File: config.mk
export PLATFORM = sky130hd
export DESIGN_NAME = vector_alu_sequencer
export DESIGN_NICKNAME = d
export VERILOG_FILES = /design/src/rtl/vector_pkg.sv /design/src/rtl/vector_reg_bank.sv /design/src/rtl/vector_alu_sequencer.sv
export SDC_FILE = /design/constraint.sdc
export NUM_CORES = 1
export LEC_CHECK = 0
export ABC_AREA = 1
export BUFFER_PORTS_ARGS = -buffer_cell sky130_fd_sc_hd__buf_4
export CORE_UTILIZATION = 25
export DETAILED_ROUTE_END_ITERATION = 10
export PLACE_DENSITY_LB_ADDON = 0.15
export SLEW_MARGIN = 20
export SYNTH_ARGS = -nofsm -noshare
export SYNTH_HDL_FRONTEND = slang
export SYNTH_HIERARCHICAL = 1
export SYNTH_SLANG_ARGS = --single-unit
File: constraint.sdc
create_clock -name clk -period 5.7 [get_ports clk]
set_input_delay 0.57 -clock clk [delete_from_list [all_inputs] [get_ports clk]]
set_output_delay 0.57 -clock clk [all_outputs]
set_load 0.02 [all_outputs]
File: src/rtl/vector_pkg.sv
// Shared op codes and sequencer state encoding for the vector ALU sequencer.
// Latency: n/a (types and constants only).
// Backpressure: n/a.
package vector_pkg;

  // Mirrors the vector_element_alu op_sel encoding; 3'd7 has no ALU function.
  typedef enum logic [2:0] {
    OP_ADD  = 3'd0,
    OP_SUB  = 3'd1,
    OP_AND  = 3'd2,
    OP_OR   = 3'd3,
    OP_XOR  = 3'd4,
    OP_MIN  = 3'd5,
    OP_MAX  = 3'd6,
    OP_RSVD = 3'd7
  } op_e;

  typedef enum logic [1:0] {
    ST_IDLE    = 2'd0,
    ST_LOAD    = 2'd1,
    ST_SET     = 2'd2,
    ST_CAPTURE = 2'd3
  } state_e;

endpackage

File: src/rtl/vector_reg_bank.sv
// REGS x N x BITS vector register file: one full-vector write, one element write,
// two vector reads and one element read. Reads are combinational; writes land on
// the next clock edge. No backpressure; async active-low reset clears every element.
// Ports: vec_* full-vector write, el_* element write, rd_a/rd_b vector reads,
//        rd_e element read.
module vector_reg_bank #(
  parameter  int BITS = 8,
  parameter  int N    = 4,
  parameter  int REGS = 4,
  localparam int RW   = $clog2(REGS),
  localparam int EW   = $clog2(N)
) (
  input  logic                    clk,
  input  logic                    rst_n,
  input  logic                    vec_we,
  input  logic [RW-1:0]           vec_idx,
  input  logic [N-1:0][BITS-1:0]  vec_wdata,
  input  logic                    el_we,
  input  logic [RW-1:0]           el_reg,
  input  logic [EW-1:0]           el_idx,
  input  logic [BITS-1:0]         el_wdata,
  input  logic [RW-1:0]           rd_a_idx,
  output logic [N-1:0][BITS-1:0]  rd_a_dat,
  input  logic [RW-1:0]           rd_b_idx,
  output logic [N-1:0][BITS-1:0]  rd_b_dat,
  input  logic [RW-1:0]           rd_e_reg,
  input  logic [EW-1:0]           rd_e_idx,
  output logic [BITS-1:0]         rd_e_dat
);

  logic [REGS-1:0][N-1:0][BITS-1:0] mem_q, mem_d;

  // The sequencer never raises both write ports in the same cycle (element
  // writes only in IDLE, vector writes only in CAPTURE); vector wins if it did.
  always_comb begin
    mem_d = mem_q;
    if (el_we) begin
      mem_d[el_reg][el_idx] = el_wdata;
    end
    if (vec_we) begin
      mem_d[vec_idx] = vec_wdata;
    end
  end

  always_ff @(posedge clk or negedge rst_n) begin
    if (!rst_n) begin
      mem_q <= '0;
    end else begin
      mem_q <= mem_d;
    end
  end

  assign rd_a_dat = mem_q[rd_a_idx];
  assign rd_b_dat = mem_q[rd_b_idx];
  assign rd_e_dat = mem_q[rd_e_reg][rd_e_idx];

endmodule

File: src/rtl/vector_alu_sequencer.sv
// Command sequencer for vector_element_alu: reads two source vectors, strobes the ALU, writes S back.
// Latency: accept -> done is 3 cycles (LOAD, SET, CAPTURE); one op per 4 cycles peak.
// Backpressure: cmd_ready is low while an op is in flight; host writes while busy are dropped and flag err.
// Ports: cmd_* valid/ready command; done/err/busy status; host_* element load and
//        readback; alu_* operand/control outputs and alu_s result input.
module vector_alu_sequencer
  import vector_pkg::*;
#(
  parameter  int BITS = 8,
  parameter  int N    = 4,
  parameter  int REGS = 4,
  localparam int RW   = $clog2(REGS),
  localparam int EW   = $clog2(N)
) (
  input  logic                    clk,
  input  logic                    rst_n,
  input  logic                    cmd_valid,
  output logic                    cmd_ready,
  input  logic [2:0]              cmd_op,
  input  logic                    cmd_scalar_sel,
  input  logic [BITS-1:0]         cmd_scalar,
  input  logic [RW-1:0]           cmd_src_a,
  input  logic [RW-1:0]           cmd_src_b,
  input  logic [RW-1:0]           cmd_dst,
  output logic                    done,
  output logic                    err,
  output logic                    busy,
  input  logic                    host_we,
  input  logic [RW-1:0]           host_reg,
  input  logic [EW-1:0]           host_elem,
  input  logic [BITS-1:0]         host_wdata,
  output logic [BITS-1:0]         host_rdata,
  output logic [N-1:0][BITS-1:0]  alu_a,
  output logic [N-1:0][BITS-1:0]  alu_b,
  output logic [BITS-1:0]         alu_scalar,
  output logic [2:0]              alu_op_sel,
  output logic                    alu_scalar_sel,
  output logic                    alu_en,
  output logic                    alu_set,
  input  logic [N-1:0][BITS-1:0]  alu_s
);

  state_e                  state_q, state_d;
  logic [2:0]              op_q, op_d;
  logic                    scalar_sel_q, scalar_sel_d;
  logic [BITS-1:0]         scalar_q, scalar_d;
  logic [RW-1:0]           src_a_q, src_a_d;
  logic [RW-1:0]           src_b_q, src_b_d;
  logic [RW-1:0]           dst_q, dst_d;
  logic [N-1:0][BITS-1:0]  alu_a_q, alu_a_d;
  logic [N-1:0][BITS-1:0]  alu_b_q, alu_b_d;
  logic                    err_q, err_d;

  logic                    accept;
  logic                    host_wr_ok;
  logic [N-1:0][BITS-1:0]  rd_a_dat, rd_b_dat;

  // Gate with rst_n so the host never sees ready while reset is held.
  assign busy       = (state_q != ST_IDLE);
  assign cmd_ready  = rst_n && !busy;
  assign accept     = cmd_valid && cmd_ready;
  assign host_wr_ok = host_we && !busy;

  // Source indices come from the latched command, so an element write that
  // lands on the accept edge is already visible when LOAD reads the bank.
  vector_reg_bank #(.BITS(BITS), .N(N), .REGS(REGS)) u_bank (
    .clk       (clk),
    .rst_n     (rst_n),
    .vec_we    (state_q == ST_CAPTURE),
    .vec_idx   (dst_q),
    .vec_wdata (alu_s),
    .el_we     (host_wr_ok),
    .el_reg    (host_reg),
    .el_idx    (host_elem),
    .el_wdata  (host_wdata),
    .rd_a_idx  (src_a_q),
    .rd_a_dat  (rd_a_dat),
    .rd_b_idx  (src_b_q),
    .rd_b_dat  (rd_b_dat),
    .rd_e_reg  (host_reg),
    .rd_e_idx  (host_elem),
    .rd_e_dat  (host_rdata)
  );

  always_comb begin
    state_d      = state_q;
    op_d         = op_q;
    scalar_sel_d = scalar_sel_q;
    scalar_d     = scalar_q;
    src_a_d      = src_a_q;
    src_b_d      = src_b_q;
    dst_d        = dst_q;
    alu_a_d      = alu_a_q;
    alu_b_d      = alu_b_q;
    err_d        = host_we && busy;
    case (state_q)
      ST_IDLE: begin
        if (accept) begin
          if (cmd_op == OP_RSVD) begin
            err_d = 1'b1;
          end else begin
            op_d         = cmd_op;
            scalar_sel_d = cmd_scalar_sel;
            scalar_d     = cmd_scalar;
            src_a_d      = cmd_src_a;
            src_b_d      = cmd_src_b;
            dst_d        = cmd_dst;
            state_d      = ST_LOAD;
          end
        end
      end
      ST_LOAD: begin
        // Snapshot operands so they hold through SET/CAPTURE and afterwards,
        // even when dst aliases a source and the bank changes on CAPTURE.
        alu_a_d = rd_a_dat;
        alu_b_d = rd_b_dat;
        state_d = ST_SET;
      end
      ST_SET:     state_d = ST_CAPTURE;
      ST_CAPTURE: state_d = ST_IDLE;
      default:    state_d = ST_IDLE;
    endcase
  end

  always_ff @(posedge clk or negedge rst_n) begin
    if (!rst_n) begin
      state_q      <= ST_IDLE;
      op_q         <= '0;
      scalar_sel_q <= 1'b0;
      scalar_q     <= '0;
      src_a_q      <= '0;
      src_b_q      <= '0;
      dst_q        <= '0;
      alu_a_q      <= '0;
      alu_b_q      <= '0;
      err_q        <= 1'b0;
    end else begin
      state_q      <= state_d;
      op_q         <= op_d;
      scalar_sel_q <= scalar_sel_d;
      scalar_q     <= scalar_d;
      src_a_q      <= src_a_d;
      src_b_q      <= src_b_d;
      dst_q        <= dst_d;
      alu_a_q      <= alu_a_d;
      alu_b_q      <= alu_b_d;
      err_q        <= err_d;
    end
  end

  assign alu_a          = (state_q == ST_LOAD) ? rd_a_dat : alu_a_q;
  assign alu_b          = (state_q == ST_LOAD) ? rd_b_dat : alu_b_q;
  assign alu_scalar     = scalar_q;
  assign alu_op_sel     = op_q;
  assign alu_scalar_sel = scalar_sel_q;
  assign alu_en         = busy;
  assign alu_set        = (state_q == ST_SET);
  assign done           = (state_q == ST_CAPTURE);
  assign err            = err_q;

endmodule

## After elaboration in Yosys (flattened, before gate mapping)

Index checks and enable logic that the tools add are counted.

| storage, ports and cells | value |
|---|---|
| flip-flop bits (word level) | 213 |
| bits in latches | 0 |
| RAM bits | 0 |
| ROM bits | 0 |
| input port bits | 66 |
| output and inout bits | 90 |
| logic and storage cells | 85 |
| memories | 0 |

| operators by class | value |
|---|---|
| add/sub/neg operators | 0 |
| multipliers | 0 |
| divide/modulo/power cells | 0 |
| order comparisons | 8 |
| equality and inequality tests | 6 |
| shifts and indexed selects | 0 |
| multiplexer cells | 26 |
| bitwise logic cells | 1 |
| reduce and logical (&&, ||, !) cells | 12 |

Operators with widths:

| kind | number |
|---|---|
| $bwmux W128 | 2 |
| $mux W128 | 2 |
| $mux W32 | 7 |
| $bmux W32 S2 | 3 |
| $demux W32 S2 | 2 |
| $bmux W8 S2 | 1 |
| $demux W8 S2 | 1 |
| $mux W8 | 2 |
| $lt A2 B3 Y1 const B | 5 |
| $pmux W2 S4 | 1 |
| $logic_and A1 B1 Y1 | 7 |
| $ge A2 B1 Y1 const B | 3 |
| $eq A2 B2 Y1 const B | 2 |
| $mux W2 | 2 |
| $ne A2 B2 Y1 const B | 2 |
| $eq A3 B3 Y1 const B | 1 |
| $mux W1 | 3 |
| $reduce_and A3 Y1 | 1 |
| $eq A2 B1 Y1 const B | 1 |
| $logic_not A2 Y1 | 1 |
| $reduce_and A2 Y1 | 1 |
| $reduce_bool A2 Y1 | 1 |
| $logic_not A1 Y1 | 1 |
| $not A1 Y1 | 1 |

## Depth between registers and ports, before layout

Gate-level depths: netlist of the first run.

| logic depth | value |
|---|---|
| depth in word-level cells | 10 |
| mapped depth | 12 |
| mapped depth without buffers | 10 |

## Modules after synthesis

The synthesis of the first run kept the hierarchy.

Modules (own cells, without submodules):

| module | times used | cells an instance | area each (sq um) |
|---|---|---|---|
| vector_reg_bank | 1 | 1514 | 9313.9 |
| vector_alu_sequencer | 1 | 249 | 3473.3 |

## Least setup slack after synthesis of the first run

OpenSTA, ideal clock, no wires.

| path | value |
|---|---|
| kind | input -> output |
| start point | input host_reg[0] |
| end point | output host_rdata[7] |
| arrival time | 1.548 ns |
| required time | 5.130 ns |
| path slack | 3.582 ns |
| stages | 9 |
| path through | buf_2 inv_1 buf_2 buf_2 nand2_1 nand3_1 nand3_1 nand3_1 nand2_1 |

| on the way | value |
|---|---|
| longest elaborated chain between the ends | 4 |

Ends and longest elaborated chain:

| element | line | source |
|---|---|---|
| start, declared | vector_alu_sequencer.sv:29 | `input logic [RW-1:0] host_reg,` |
| $bmux W32 S2 | vector_reg_bank.sv:55 | `assign rd_e_dat = mem_q[rd_e_reg][rd_e_idx];` |
| $mux W32 (implied by the code) | vector_reg_bank.sv:55 |  |
| $bmux W8 S2 | vector_reg_bank.sv:55 |  |
| $mux W8 (implied by the code) | vector_reg_bank.sv:55 |  |
| end, declared | vector_alu_sequencer.sv:32 | `output logic [BITS-1:0] host_rdata,` |

No other way between the ends. The select of a mux whose other input is x is not followed.

==> results of run 1 <==
==> critical path, stage by stage, from the launching register on <==
cell                      delay (ns)
sky130_fd_sc_hd__dfrtp_1        0.35
sky130_fd_sc_hd__buf_4          0.31
sky130_fd_sc_hd__inv_2          0.78
sky130_fd_sc_hd__buf_4          0.49
sky130_fd_sc_hd__o21ai_0        0.15
sky130_fd_sc_hd__a21oi_1        0.16
sky130_fd_sc_hd__a21oi_1        0.06
sky130_fd_sc_hd__mux2_2         0.29
sky130_fd_sc_hd__buf_4          0.16
==> cell type report <==
class | instances | area (um^2)
Clock buffer | 45 | 866
Clock inverter | 3 | 40.0
Fill cell | 5528 | 35000
Inverter | 179 | 672
Multi-Input combinational cell | 1260 | 6230
Sequential cell | 213 | 5330
Tap cell | 672 | 841
Timing Repair Buffer | 171 | 1290
==> metrics by stage <==
stage	total power, mW	std cells	hold slack (ns)	setup WS, ns	area, um^2
2_1_floorplan	6.03	1763	0.274	3.58	12800
3_3_place_gp	7.81	2495	0.458	2.07	14400
3_5_place_dp	7.85	2495	0.460	2.03	14400
4_1_cts	9.67	2543	0.00263	1.71	15300
5_1_grt	10.4	2543	0.0242	1.44	15300
6_report	9.56	2543	-0.0125	1.76	15300
==> power by group through the flow <==
stage / Clock [mW] / Sequential (mW) / Combinational [mW]
2_1_floorplan: 0 / 2.65 / 3.37
6_report: 1.77 / 2.76 / 5.04
3_3_place_gp: 0 / 2.76 / 5.05
3_5_place_dp: 0 / 2.78 / 5.07
4_1_cts: 1.83 / 2.75 / 5.09
5_1_grt: 1.88 / 2.86 / 5.63
==> logic make-up (layout without fill, tap and decap cells) <==
family          count (synthesis)  in the layout  synth area share, %
buf+inv                       290            398                 9.84
simple gates                  735            735                 24.5
fa+ha+maj                       5              5                0.489
compound gates                456            456                 17.8
flops                         213            213                 41.7
mux                            64             64                 5.64
==> synthesized netlist by cell type (all sizes together) <==
cell type and number:
nand3 184, nor3 24, dfrtp 213, mux2 64
buf 48, nor2 15, clkinv 10, or2 1
ha 5, nand4 19, clkbuf 63, inv 169
a21oi 224, nand2 492, o21ai 232
==> state kept, by name (all words and copies together), names as in the netlist <==
| name | count |
|---|---|
| u_bank/mem_q | 128 |
| alu_a_q | 32 |
| alu_b_q | 32 |
| alu_scalar | 8 |
| alu_op_sel | 3 |
| dst_q | 2 |
| src_a_q | 2 |
| src_b_q | 2 |
| state_q | 2 |
| alu_scalar_sel | 1 |
| err | 1 |
==> worst paths after layout <==
check	startpoint	to	slack, ns	cells after the start
min	rst_n	alu_a_q[18]	-0.01	1
max in group asynchronous	rst_n	u_bank/mem_q[126]	4.45	2
max reg2reg	state_q[1]	u_bank/mem_q[112]	2.80	8
max	src_b_q[0]	alu_b[7]	1.76	8
min in group clk	host_we	err	0.23	3
min reg2reg	alu_scalar[5]	alu_scalar[5]	0.47	2
==> cell usage in the layout (no fill, tap or decap) <==
| master | count |
|---|---|
| sky130_fd_sc_hd__mux2_1 | 24 |
| sky130_fd_sc_hd__nand4_1 | 19 |
| sky130_fd_sc_hd__nand3_1 | 178 |
| sky130_fd_sc_hd__nand3_4 | 1 |
| sky130_fd_sc_hd__buf_4 | 170 |
| sky130_fd_sc_hd__bufinv_16 | 1 |
| sky130_fd_sc_hd__inv_2 | 4 |
| sky130_fd_sc_hd__o21ai_1 | 1 |
| sky130_fd_sc_hd__clkbuf_16 | 29 |
| sky130_fd_sc_hd__mux2_2 | 40 |
| sky130_fd_sc_hd__o21ai_0 | 231 |
| sky130_fd_sc_hd__nor2_2 | 4 |
| sky130_fd_sc_hd__a21oi_1 | 224 |
| sky130_fd_sc_hd__nand2_4 | 1 |
| sky130_fd_sc_hd__clkinv_2 | 2 |
| sky130_fd_sc_hd__nor2_8 | 1 |
| sky130_fd_sc_hd__nand2_1 | 491 |
| sky130_fd_sc_hd__nor2_1 | 9 |
| sky130_fd_sc_hd__clkinv_1 | 10 |
| sky130_fd_sc_hd__buf_8 | 1 |
| sky130_fd_sc_hd__nor2_4 | 1 |
| sky130_fd_sc_hd__clkbuf_8 | 8 |
| sky130_fd_sc_hd__nor3_1 | 24 |
| sky130_fd_sc_hd__inv_1 | 165 |
| sky130_fd_sc_hd__dfrtp_1 | 213 |
| sky130_fd_sc_hd__clkbuf_1 | 8 |
| sky130_fd_sc_hd__ha_4 | 1 |
| sky130_fd_sc_hd__ha_1 | 4 |
| sky130_fd_sc_hd__nand3_2 | 5 |
| sky130_fd_sc_hd__or2_2 | 1 |
==> routing by layer <==
| metal | GRT usage (%) | up-vias |
|---|---|---|
| met4 | 5.81 | 2 |
| met3 | 2.63 | 78 |
| met1 | 27.5 | 6094 |
| li1 | - | 6009 |
| met2 | 32.4 | 400 |
| met5 | 0 | - |
==> summary by stage, run 1 <==
Drt
The amount of wire on met3 after detailed routing is 2880 um. Detailed routing placed a total of 24,400 um of wire on met2. After detailed routing, the average wire length per cell comes to 20.6 um. In this run the remaining antenna-violating nets after routing total 0.

The first detailed-routing pass took 6 iterations. The first routing iteration left 1,006 violations. In the routed layout, each cell is associated on average with a via count of 4.95. After detailed routing, the number of remaining DRC violations is 0. The routed layout has 12,600 vias. The detailed router put a total of 23,600 um of wire on met1. The routed wire length is 52,300 um.

The detailed router used layers up to and including met5.

STA
At the pin with the least slew margin, the transition time is 1.09 ns. In this run the tightest slew margin relative to its limit is 27.5%. The clock period minus final worst setup slack is 3.94 ns. The setup skew after layout is 0.0113 ns. The count of final setup violators is 0.

Setup repair after global routing left no endpoint under its margin. The final hold violation count was 3. The aggregate negative setup slack is 0 ns. Timing would allow up to 254 MHz. The worst hold slack after final layout is -0.0125 ns.

The final max-slew violation count was 0. Of the available clock period, the critical path in the final layout requires 69.2%.

Cells and area
The signed area change from the synthesized netlist to the final layout is 19.4%. The utilization after layout is 30.4%. Cells with a size suffix above 1 make up 14.4% of the layout.

0 antenna diodes ended up in the layout. The number of nets in the layout is 1,925.

Clock tree
In this run the number of H-tree levels came out at 1. The master cell of the clock root buffer is sky130_fd_sc_hd__clkbuf_16. The clock passes through at most 3 buffers. The number of sinks driven by the clock tree is 213. The clock reaches the later pin of the worst-skew pair after 0.57 ns. The TritonCTS clock tree is built. Clock-pin slew was measured on the worst setup and hold paths at 0.05 ns. Post-CTS timing repair inserted 0 buffers for setup.

Post-CTS repair changed the size of 0 cells. The count of hold-fix buffers inserted at cts is 0. The total clock buffers created by CTS is 29.

Yosys
Synthesis produced a netlist with a net count of 1,834. After technology mapping, the gate count stands at 1,763. Sorting the synthesized cells by area gives the leading types as sky130_fd_sc_hd__dfrtp_1 42%, sky130_fd_sc_hd__nand2_1 14%, sky130_fd_sc_hd__o21ai_0 9.0%.

The portion of the post-synthesis area used by sequential elements is 41.7%. The synthesized design devotes to its leading area cell type 41.7% of total area. The number of register bits inferred by synthesis is 213. In this run the cell area of the synthesized design comes to 0.0128 mm^2.

For this run, the number of Yosys warnings is 6. The mean cell area of the mapped netlist is 7.25 um^2. The biggest area contributor in the post-synthesis netlist is sky130_fd_sc_hd__dfrtp_1. The number of unique standard cell types used by synthesis is 28.

Die
After floorplanning, the core was divided into 82 placement rows. The placeable core region is 0.0503 mm^2. 156 I/O pins were placed.

The die footprint is 0.0521 mm^2. In this run the horizontal extent of the chip is 228 um. From bottom edge to top edge, the die measures 228 um. Once the floorplan was initialized, standard cells occupied 25.4% of the core.

Setup path
The kind of end point of the critical path is an output port. By startpoint and endpoint, the worst setup path is classified as reg2out. STA classifies the critical path startpoint as a register. STA puts the critical path data required time at 5.13 ns. Data arrives at the worst endpoint at 3.37 ns. Along the worst path, the maximum fanout reaches 58.

Global route
The via count of the first global-routing pass was 12,300. The remaining global-route overflow is 0. The number of antenna violations at the first check in global routing is 1. The all-layer global routing usage is 19.9%. Entering global routing, the biggest net connects 86 pins. The first-pass GRT wire length is 80,200 um.

Run
The number of max-cap violations is 0.

Power and ir drop
The power per standard cell area is 626 mW/mm^2. The maximum vdd drop is 0.224 mV. The leakage power of the design is 7.34 nW. Internal power comes to 5.23 mW. The share of power burned in combinational logic is 52.7%. The fraction of power consumed by sequential logic is 28.8%.

The net switching component of the power is 4.33 mW. The switching part of the total power is 45.3%. Per report_power, the clock group accounts for 18.5% of the total.

Run status
The final reports fail on hold timing. The run finished, with violations left.

Place
The half-perimeter wire length of the detailed placement result is 34,400 um. The congestion estimate from routability-driven global placement came to 0.814. Port buffering added 155 buffers.

Worst hold path
The min-delay analysis places its worst path in the category in2async.
Power figures use the tool's default switching activity.
==> run 2, diff against run 1 <==
==> constraint.sdc (replaced) <==
create_clock -name clk -period 3.8 [get_ports clk]
set_input_delay 0.38 -clock clk [delete_from_list [all_inputs] [get_ports clk]]
set_output_delay 0.38 -clock clk [all_outputs]
set_load 0.02 [all_outputs]
==> run 2 against run 1 <==
  * The flow now finishes without violations
  * Via count up 0.25%
  * Critical path depth down 1
  * Sequential share of layout area decreased by 0.57 points
  * Total power is 54% higher
  * Global-route usage grew 0.22 points
  * Critical path type unchanged
  * Largest power group unchanged
==> summary by stage, run 2 (synthesized netlist as in run 1, its figures left out) <==
Drt
The total vias in the final route was 12,600 (+0.25%). The mean routed wirelength per cell is 20.6 um (+0.16%). The number of DRC violations after detailed-routing iteration 0 came to 1,168 (+16%). The detailed-route vias per instance came to 4.93 (-0.34%). The number of iterations in the first detailed-routing pass is 5 (-1). The DRC violation count after routing came to 0 (unchanged).

The routed wire length is 52,700 um (+0.75%). The post-detailed-route count of antenna-violating nets is 0 (unchanged).

Place
The pre-CTS setup slack is 1.13 ns (-0.902 ns). The total of buffers placed on input and output ports is 155 (unchanged). The half-perimeter wire length of the detailed placement result is 34,800 um (+1.2%).

The routability-driven placement congestion ratio is 0.849 (+4.3%).

Setup path
The kind of launch point of the worst setup path is a register. The classification of the worst setup path is reg2out. On the critical path the largest part of the delay comes from buffers and inverters. The critical path data required time is 3.42 ns (-1.71 ns). Among all stages on the critical path, the largest delay is contributed by sky130_fd_sc_hd__buf_4. The launch instance of the worst register-to-register path is state_q[0]. The highest net fanout along the worst path is 64 (+10%). The maximum single-stage delay on the critical path came to 0.60 ns (-0.18 ns). The kind of end point of the critical path is an output port. The worst path arrival time is 2.60 ns (-0.77 ns). The sum of buffers and inverters on the critical path is 3 (-1). The launch point of the critical path is src_a_q[1]. The critical path goes through clkinv_1 -> buf_4 -> o21ai_0 -> a21oi_1 -> a21oi_1 -> mux2_1 -> buf_4.

Power and ir drop
The leakage power of the design is 7.47 nW (+1.7%). The power per standard cell area is 949 mW/mm^2 (+52%). The maximum vdd drop is 0.379 mV (+69%).

Die
The die height was 228 um (unchanged). The die footprint is 0.0521 mm^2 (unchanged). The placeable core region came to 0.0503 mm^2 (unchanged).

The total number of placement rows was 82 (unchanged). The die width is 228 um (unchanged). The starting utilization of the core area is 25.4% (unchanged). The number of ports placed on the die boundary came to 156 (unchanged).

Clock tree
The count of hold-fix buffers inserted at cts is 1 (+1). The maximum level of the CTS H-tree was 1 (unchanged). The clock transition at the registers of the reported paths came to 0.06 ns (about the same). The number of sinks driven by the clock tree is 213 (unchanged). The number of buffers inserted by post-CTS setup repair is 0 (unchanged).

The total clock buffers created by CTS was 29 (unchanged). The number of cells upsized or downsized after cts is 0 (unchanged). The TritonCTS clock tree is built.

The insertion delay to the later sink of the worst-skew pair was 0.57 ns (about the same). CTS placed an instance of sky130_fd_sc_hd__clkbuf_16 at the clock tree root. The buffer levels on the longest clock path was 3 (unchanged).

STA
The clock period minus final worst setup slack is 2.98 ns. The aggregate negative setup slack came to 0 ns (unchanged). The final hold violation count is 0 (-3).

The final clock period utilization by the worst path is 78.4%. The headroom to the max-slew limit is 39.0% (+11 points). The setup skew after layout is 0.0137 ns (+0.00235 ns).

The transition time at the pin with the least slew margin is 0.913 ns (-0.173 ns). The count of final setup violators is 0 (unchanged). The highest clock frequency the design can meet is 336 MHz. The final max-slew violation count is 0 (unchanged).

The slack of the critical path came to 0.822 ns (-0.934 ns). Setup repair after global routing left no endpoint under its margin.

Cells and area
The largest registers in the layout are u_bank/mem_q x128, alu_a_q x32, alu_b_q x32. The library cells used most frequently in the layout, excluding fill and tap cells, are 491 x sky130_fd_sc_hd__nand2_1, 231 x sky130_fd_sc_hd__o21ai_0, 224 x sky130_fd_sc_hd__a21oi_1, 213 x sky130_fd_sc_hd__dfrtp_1, 178 x sky130_fd_sc_hd__nand3_1. The fill cell total of the finished layout is 5,493 (-0.63%). Leaving out fill and tap cells, the most frequent cell in the layout is sky130_fd_sc_hd__nand2_1. Compared with the post-synthesis result, the final layout area differs by 21.4%. Counting flops per register, the top entry is u_bank/mem_q.

The total inserted antenna cells came to 0 (unchanged). The number of nets in the layout is 1,935 (+0.52%). The fraction of final layout cells sized beyond drive strength 1 was 15.2% (+0.73 points).

The number of flip-flops under the largest register name came to 128 (unchanged).

Worst hold path
The startpoint of the tightest hold check path is alu_s[1]. The path class of the lowest-slack min-delay path is in2reg.

Global route
The maximum number of pins on one net before global-route repair was 116 (+35%). The all-layer global routing usage is 20.2% (+0.22 points). The remaining global-route overflow is 0 (unchanged). The via count of the first global-routing pass came to 12,400 (+0.41%). The first-pass GRT wire length was 80,400 um (+0.30%).

The number of antenna violations at the first check in global routing is 2 (+1).

Run status
The flow ran to the end, and the final reports show no timing, DRC or antenna violations.

Run
The number of max-cap violations is 0 (unchanged).
## run 2: cell types whose count changed in the layout (fill, tap and decap cells not counted), sizes merged
| cell | previous run | this run |
|---|---|---|
| buf | 171 | 180 |
| bufinv | 1 | 4 |
| clkbuf | 45 | 44 |
| clkinv | 12 | 13 |
| clkinvlp | 0 | 2 |
| dlygate4sd3 | 0 | 1 |
## run 2: through the flow
step	cells	total power [mW]	area [um^2]	utilization (%)	hold slack, ns
floorplan	1763	9.04	12800	-	0.0844
global placement	2504	11.7	14500	28.8	0.308
detailed placement	2504	11.8	14500	28.8	0.312
CTS	2558	14.9	15500	30.9	0.00929
global route	2558	15.9	15500	30.9	0.0320
finish	2558	14.7	15500	30.9	0.0316
## run 2: final timing paths
check	end	slack (ns)	depth (start not counted)
worst min register to register	alu_scalar[3]	0.47	2
worst min-delay path	u_bank/mem_q[97]	0.03	3
max in group asynchronous	alu_a_q[1]	2.26	3
worst max register to register	u_bank/mem_q[88]	1.12	9
worst max-delay path	alu_a[26]	0.82	7
min in group asynchronous	alu_b_q[22]	0.35	2
## run 2: power by group
part	switching (mW)	internal, mW
combinational	4.78	2.86
clock	1.14	1.86
sequential	0.665	3.43
## run 2: cell type report
class | count | area (um^2) | share of cell area, %
Clock buffer | 44 | 882 | 5.68
Sequential cell | 213 | 5330 | 34.3
Multi-Input combinational cell | 1260 | 6230 | 40.1
Tap cell | 672 | 841 | 5.42
Inverter | 179 | 672 | 4.33
Timing Repair Buffer | 181 | 1420 | 9.14
Clock inverter | 9 | 150 | 0.967
## run 2: per-layer routing
| metal | part of all wire, % | track usage (%) | vias to the layer above | wire length, um |
|---|---|---|---|---|
| met4 | 2.4 | 5.37 | 2 | 1260 |
| met1 | 45 | 27.5 | 6110 | 23900 |
| met5 | 0.032 | 0 | - | 17 |
| met3 | 4.7 | 2.48 | 78 | 2480 |
| met2 | 47 | 33.5 | 386 | 25000 |
| li1 | - | - | 6038 | - |
## run 2: worst register-to-register path, stage by stage (launching register included)
cell and delay [ns]:
sky130_fd_sc_hd__dfrtp_1 0.43, sky130_fd_sc_hd__inv_1 0.13, sky130_fd_sc_hd__ha_1 0.37, sky130_fd_sc_hd__nand2_1 0.18
sky130_fd_sc_hd__inv_1 0.22, sky130_fd_sc_hd__inv_1 0.07, sky130_fd_sc_hd__nor2_1 0.20, sky130_fd_sc_hd__nand2_1 0.49
sky130_fd_sc_hd__o21ai_0 0.38, sky130_fd_sc_hd__nand2_1 0.08
==> run 3, diff against run 2 <==
==> constraint.sdc (replaced) <==
create_clock -name clk -period 2.4 [get_ports clk]
set_input_delay 0.24 -clock clk [delete_from_list [all_inputs] [get_ports clk]]
set_output_delay 0.24 -clock clk [all_outputs]
set_load 0.02 [all_outputs]
==> run 3 against run 2 <==
  * The run now ends with setup timing left
  * Highest routed layer is now met4
  * Count of clock-buffer cells in the layout unchanged
  * Cell count rose by 5.0%
  * Sequential share of layout area fell by 4.3 points
  * Worst hold slack improved by 0.021 ns
  * Flip-flop and latch count is the same
  * First-iteration DRC count increased by 9.6%
  * Core utilization rose by 4.5 points
  * Clock skew is 0.00095 ns higher
  * Cell area is 14% higher
  * Critical endpoint is now alu_b[7]
  * Largest cell class unchanged
  * Largest power group unchanged
==> summary by stage, run 3 (synthesized netlist as in run 1, its figures left out) <==
Run status
The flow ran to the end, but the final reports show violations. The final reports fail on setup timing.

Power and ir drop
The share of power burned in combinational logic is 58.7% (+6.8 points). The fraction of power consumed by sequential logic is 24.4% (-3.4 points). The switching part of the total power is 44.7% (+0.045 points). The total power of the final layout is 27.5 mW (+87%). The internal power is 15.2 mW (+86%). The leakage power of the design is 8.52 nW (+14%). The power per standard cell area came to 1550 mW/mm^2 (+63%). The clock group share of total power is 16.9% (-3.4 points). The net switching component of the power is 12.3 mW (+87%). The maximum vdd drop was 0.556 mV (+47%).

Run
The number of max-cap violations is 0 (unchanged).

Setup path
The maximum single-stage delay on the critical path is 0.42 ns (-0.18 ns). The cell class contributing the biggest share of worst-path delay is buffers and inverters. Counting stages on the worst path, the most repeated cell is sky130_fd_sc_hd__a21oi_1. STA classifies the critical path endpoint as an output port. The sum of buffers and inverters on the critical path is 3 (unchanged). The classification of the worst setup path is reg2out. The depth of the worst register-to-register path came to 8 (-1). The end of the worst register-to-register path is u_bank/mem_q[98]. The cell with the largest stage delay on the worst path is sky130_fd_sc_hd__dfrtp_1. The launch instance of the worst register-to-register path is state_q[0]. The worst reg-to-reg setup slack is 0.33 ns (-0.79 ns). The signal on the critical path passes through clkinv_4 -> clkbuf_16 -> o21ai_0 -> a21oi_1 -> a21oi_1 -> mux2_2 -> buf_4.

The highest net fanout along the worst path was 8 (-88%). The critical path data required time is 2.16 ns (-1.26 ns). The worst path arrival time came to 2.16 ns (-0.44 ns). The kind of launch point of the worst setup path is a register.

Cells and area
The utilization after layout is 35.3% (+4.5 points). The number of nets in the layout is 2,063 (+6.6%). The total inserted antenna cells was 0 (unchanged). The fraction of final layout cells sized beyond drive strength 1 came to 22.1% (+6.9 points). The register with the most flip-flops is u_bank/mem_q. In the layout the commonest cells are 491 x sky130_fd_sc_hd__nand2_1, 211 x sky130_fd_sc_hd__dfrtp_1, 182 x sky130_fd_sc_hd__o21ai_0, 179 x sky130_fd_sc_hd__a21oi_1, 178 x sky130_fd_sc_hd__nand3_1. The number of cells in the finished layout apart from fillers came to 2,687 (+5.0%).

The fill cell total of the finished layout is 5,309 (-3.3%). The most common cell after layout, fill and taps aside is sky130_fd_sc_hd__nand2_1. The signed area change from the synthesized netlist to the final layout is 38.9%. The number of flip-flops under the largest register name is 128 (unchanged). In the final layout, the registers with the most flip-flops are u_bank/mem_q x128, alu_a_q x32, alu_b_q x32.

Global route
The all-layer global routing usage is 20.8% (+0.61 points). The via count of the first global-routing pass was 12,700 (+2.5%). The maximum number of pins on one net before global-route repair is 139 (+20%).

The first-pass GRT wire length is 82,400 um (+2.4%). The number of antenna violations at the first check in global routing is 0 (-2). The remaining global-route overflow is 0 (unchanged).

Place
The half-perimeter wire length of the detailed placement result came to 35,100 um (+0.78%). The total of buffers placed on input and output ports is 155 (unchanged). The placed cell count is 2,533 (+1.2%). The pre-CTS setup slack is 0.363 ns (-0.766 ns). The routability-driven placement congestion ratio is 0.842 (-0.82%).

Drt
The DRC violation count after routing is 0 (unchanged). The number of DRC violations after detailed-routing iteration 0 is 1,280 (+9.6%). The post-detailed-route count of antenna-violating nets is 0 (unchanged).

The mean routed wirelength per cell was 23.1 um (+12%). The detailed-route vias per instance was 5.09 (+3.1%). The number of iterations in the first detailed-routing pass is 5 (unchanged). The total vias in the final route was 13,700 (+8.3%).

The routed wire length is 62,100 um (+18%).

Worst hold path
The worst hold path cell count is 3 (unchanged). The path class of the lowest-slack min-delay path is in2reg. The worst-case hold path end point is u_bank/mem_q[121]. The startpoint of the tightest hold check path is host_wdata[1].

STA
The clock period minus final worst setup slack is 2.40 ns. The setup skew after layout came to 0.0146 ns (+0.000950 ns). The aggregate negative setup slack was -0.00202 ns (-0.00202 ns). The final clock period utilization by the worst path is 100%.

The transition time at the pin with the least slew margin is 0.861 ns (-0.0516 ns). The count of final setup violators came to 1 (+1). The slack of the critical path is -0.00202 ns (-0.824 ns). The headroom to the max-slew limit is 42.6% (+3.6 points). Timing would allow up to 416 MHz.

Setup repair after global routing could not meet its margin everywhere. The final hold violation count is 0 (unchanged). The final max-slew violation count is 0 (unchanged).

Die
The starting utilization of the core area is 25.4% (unchanged). The die width was 228 um (unchanged). The placeable core region came to 0.0503 mm^2 (unchanged). The die height is 228 um (unchanged). The total number of placement rows is 82 (unchanged). The number of ports placed on the die boundary is 156 (unchanged).

The die footprint is 0.0521 mm^2 (unchanged).

Clock tree
The TritonCTS clock tree is built. The total clock buffers created by CTS is 30 (+3.4%). The buffer levels on the longest clock path is 3 (unchanged). The insertion delay to the later sink of the worst-skew pair came to 0.58 ns (about the same).

The clock transition at the registers of the reported paths came to 0.06 ns (about the same). The number of sinks driven by the clock tree is 213 (unchanged). The maximum level of the CTS H-tree is 1 (unchanged). The root buffer cell chosen for the clock tree is sky130_fd_sc_hd__clkbuf_16.
[run 3: changes by cell type in the layout (fill, tap and decap cells not counted), sizes merged]
| cell | change |
|---|---|
| buf | +55 |
| bufinv | -1 |
| clkbuf | +17 |
| clkinv | +6 |
| clkinvlp | -1 |
| dlygate4sd3 | +53 |
[run 3: metal layers]
metal  GRT usage, %  wire length [um]  vias to the layer above
met3           2.50              4560                       97
met4           5.52              2170                        0
met5              0                 0                        -
met2           34.5             28200                      582
li1               -                 -                     6315
met1           28.4             27200                     6672
[run 3: how the worst max path moves through the flow]
| stage | depth (start not counted) | slack (ns) | to | start |
|---|---|---|---|---|
| after floorplan | 11 | 0.58 | u_bank/mem_q[48] | state_q[0] |
| after global placement | 8 | 0.39 | host_rdata[5] | host_reg[1] |
| after detailed placement | 8 | 0.36 | u_bank/mem_q[103] | state_q[0] |
| after CTS | 7 | -0.03 | alu_b[30] | src_b_q[0] |
| after global routing | 7 | -0.09 | alu_b[18] | src_b_q[1] |
| final | 7 | -0.002 | alu_b[7] | src_b_q[1] |
[run 3: metrics by stage]
| stage | hold WS (ns) | area (um^2) |
|---|---|---|
| global placement | 0.0679 | 14800 |
| finish | 0.0521 | 17800 |
| detailed placement | 0.0671 | 14800 |
| floorplan | -0.0556 | 12800 |
| global route | 0.0390 | 17800 |
| CTS | 0.0189 | 16600 |
[run 3: timing repair]
item,CTS,global route
pin swaps,0,1
endpoints found under the setup margin,53,61
hold endpoints to repair,251,0
gates resized for setup,44,192
setup buffers,3,8
gates cloned,7,27
hold buffers,54,0
[run 3: power by group through the flow]
stage / logic, mW / clock network, mW / registers, mW
after detailed placement: 12.2 / 0 / 6.61
after CTS: 13.3 / 4.77 / 6.57
after floorplan: 8.01 / 0 / 6.30
final: 16.1 / 4.64 / 6.70
after global placement: 12.2 / 0 / 6.56
after global routing: 17.4 / 4.92 / 6.90
[run 3: layout make-up]
class / instances / area (um^2) / share of cell area, %
clock buffers: 44 / 885 / 4.98
clock inverters: 11 / 133 / 0.747
inverters: 179 / 707 / 3.98
multi-input cells: 1260 / 6620 / 37.3
flip-flops and latches: 213 / 5330 / 30.0
well taps: 672 / 841 / 4.73
repair buffers: 306 / 3230 / 18.2
repair inverters: 2 / 15.0 / 0.0845
[run 3: worst min-delay path: stages]
cell	delay, ns
sky130_fd_sc_hd__buf_4	0.18
sky130_fd_sc_hd__o21ai_0	0.11
sky130_fd_sc_hd__nand2_1	0.06
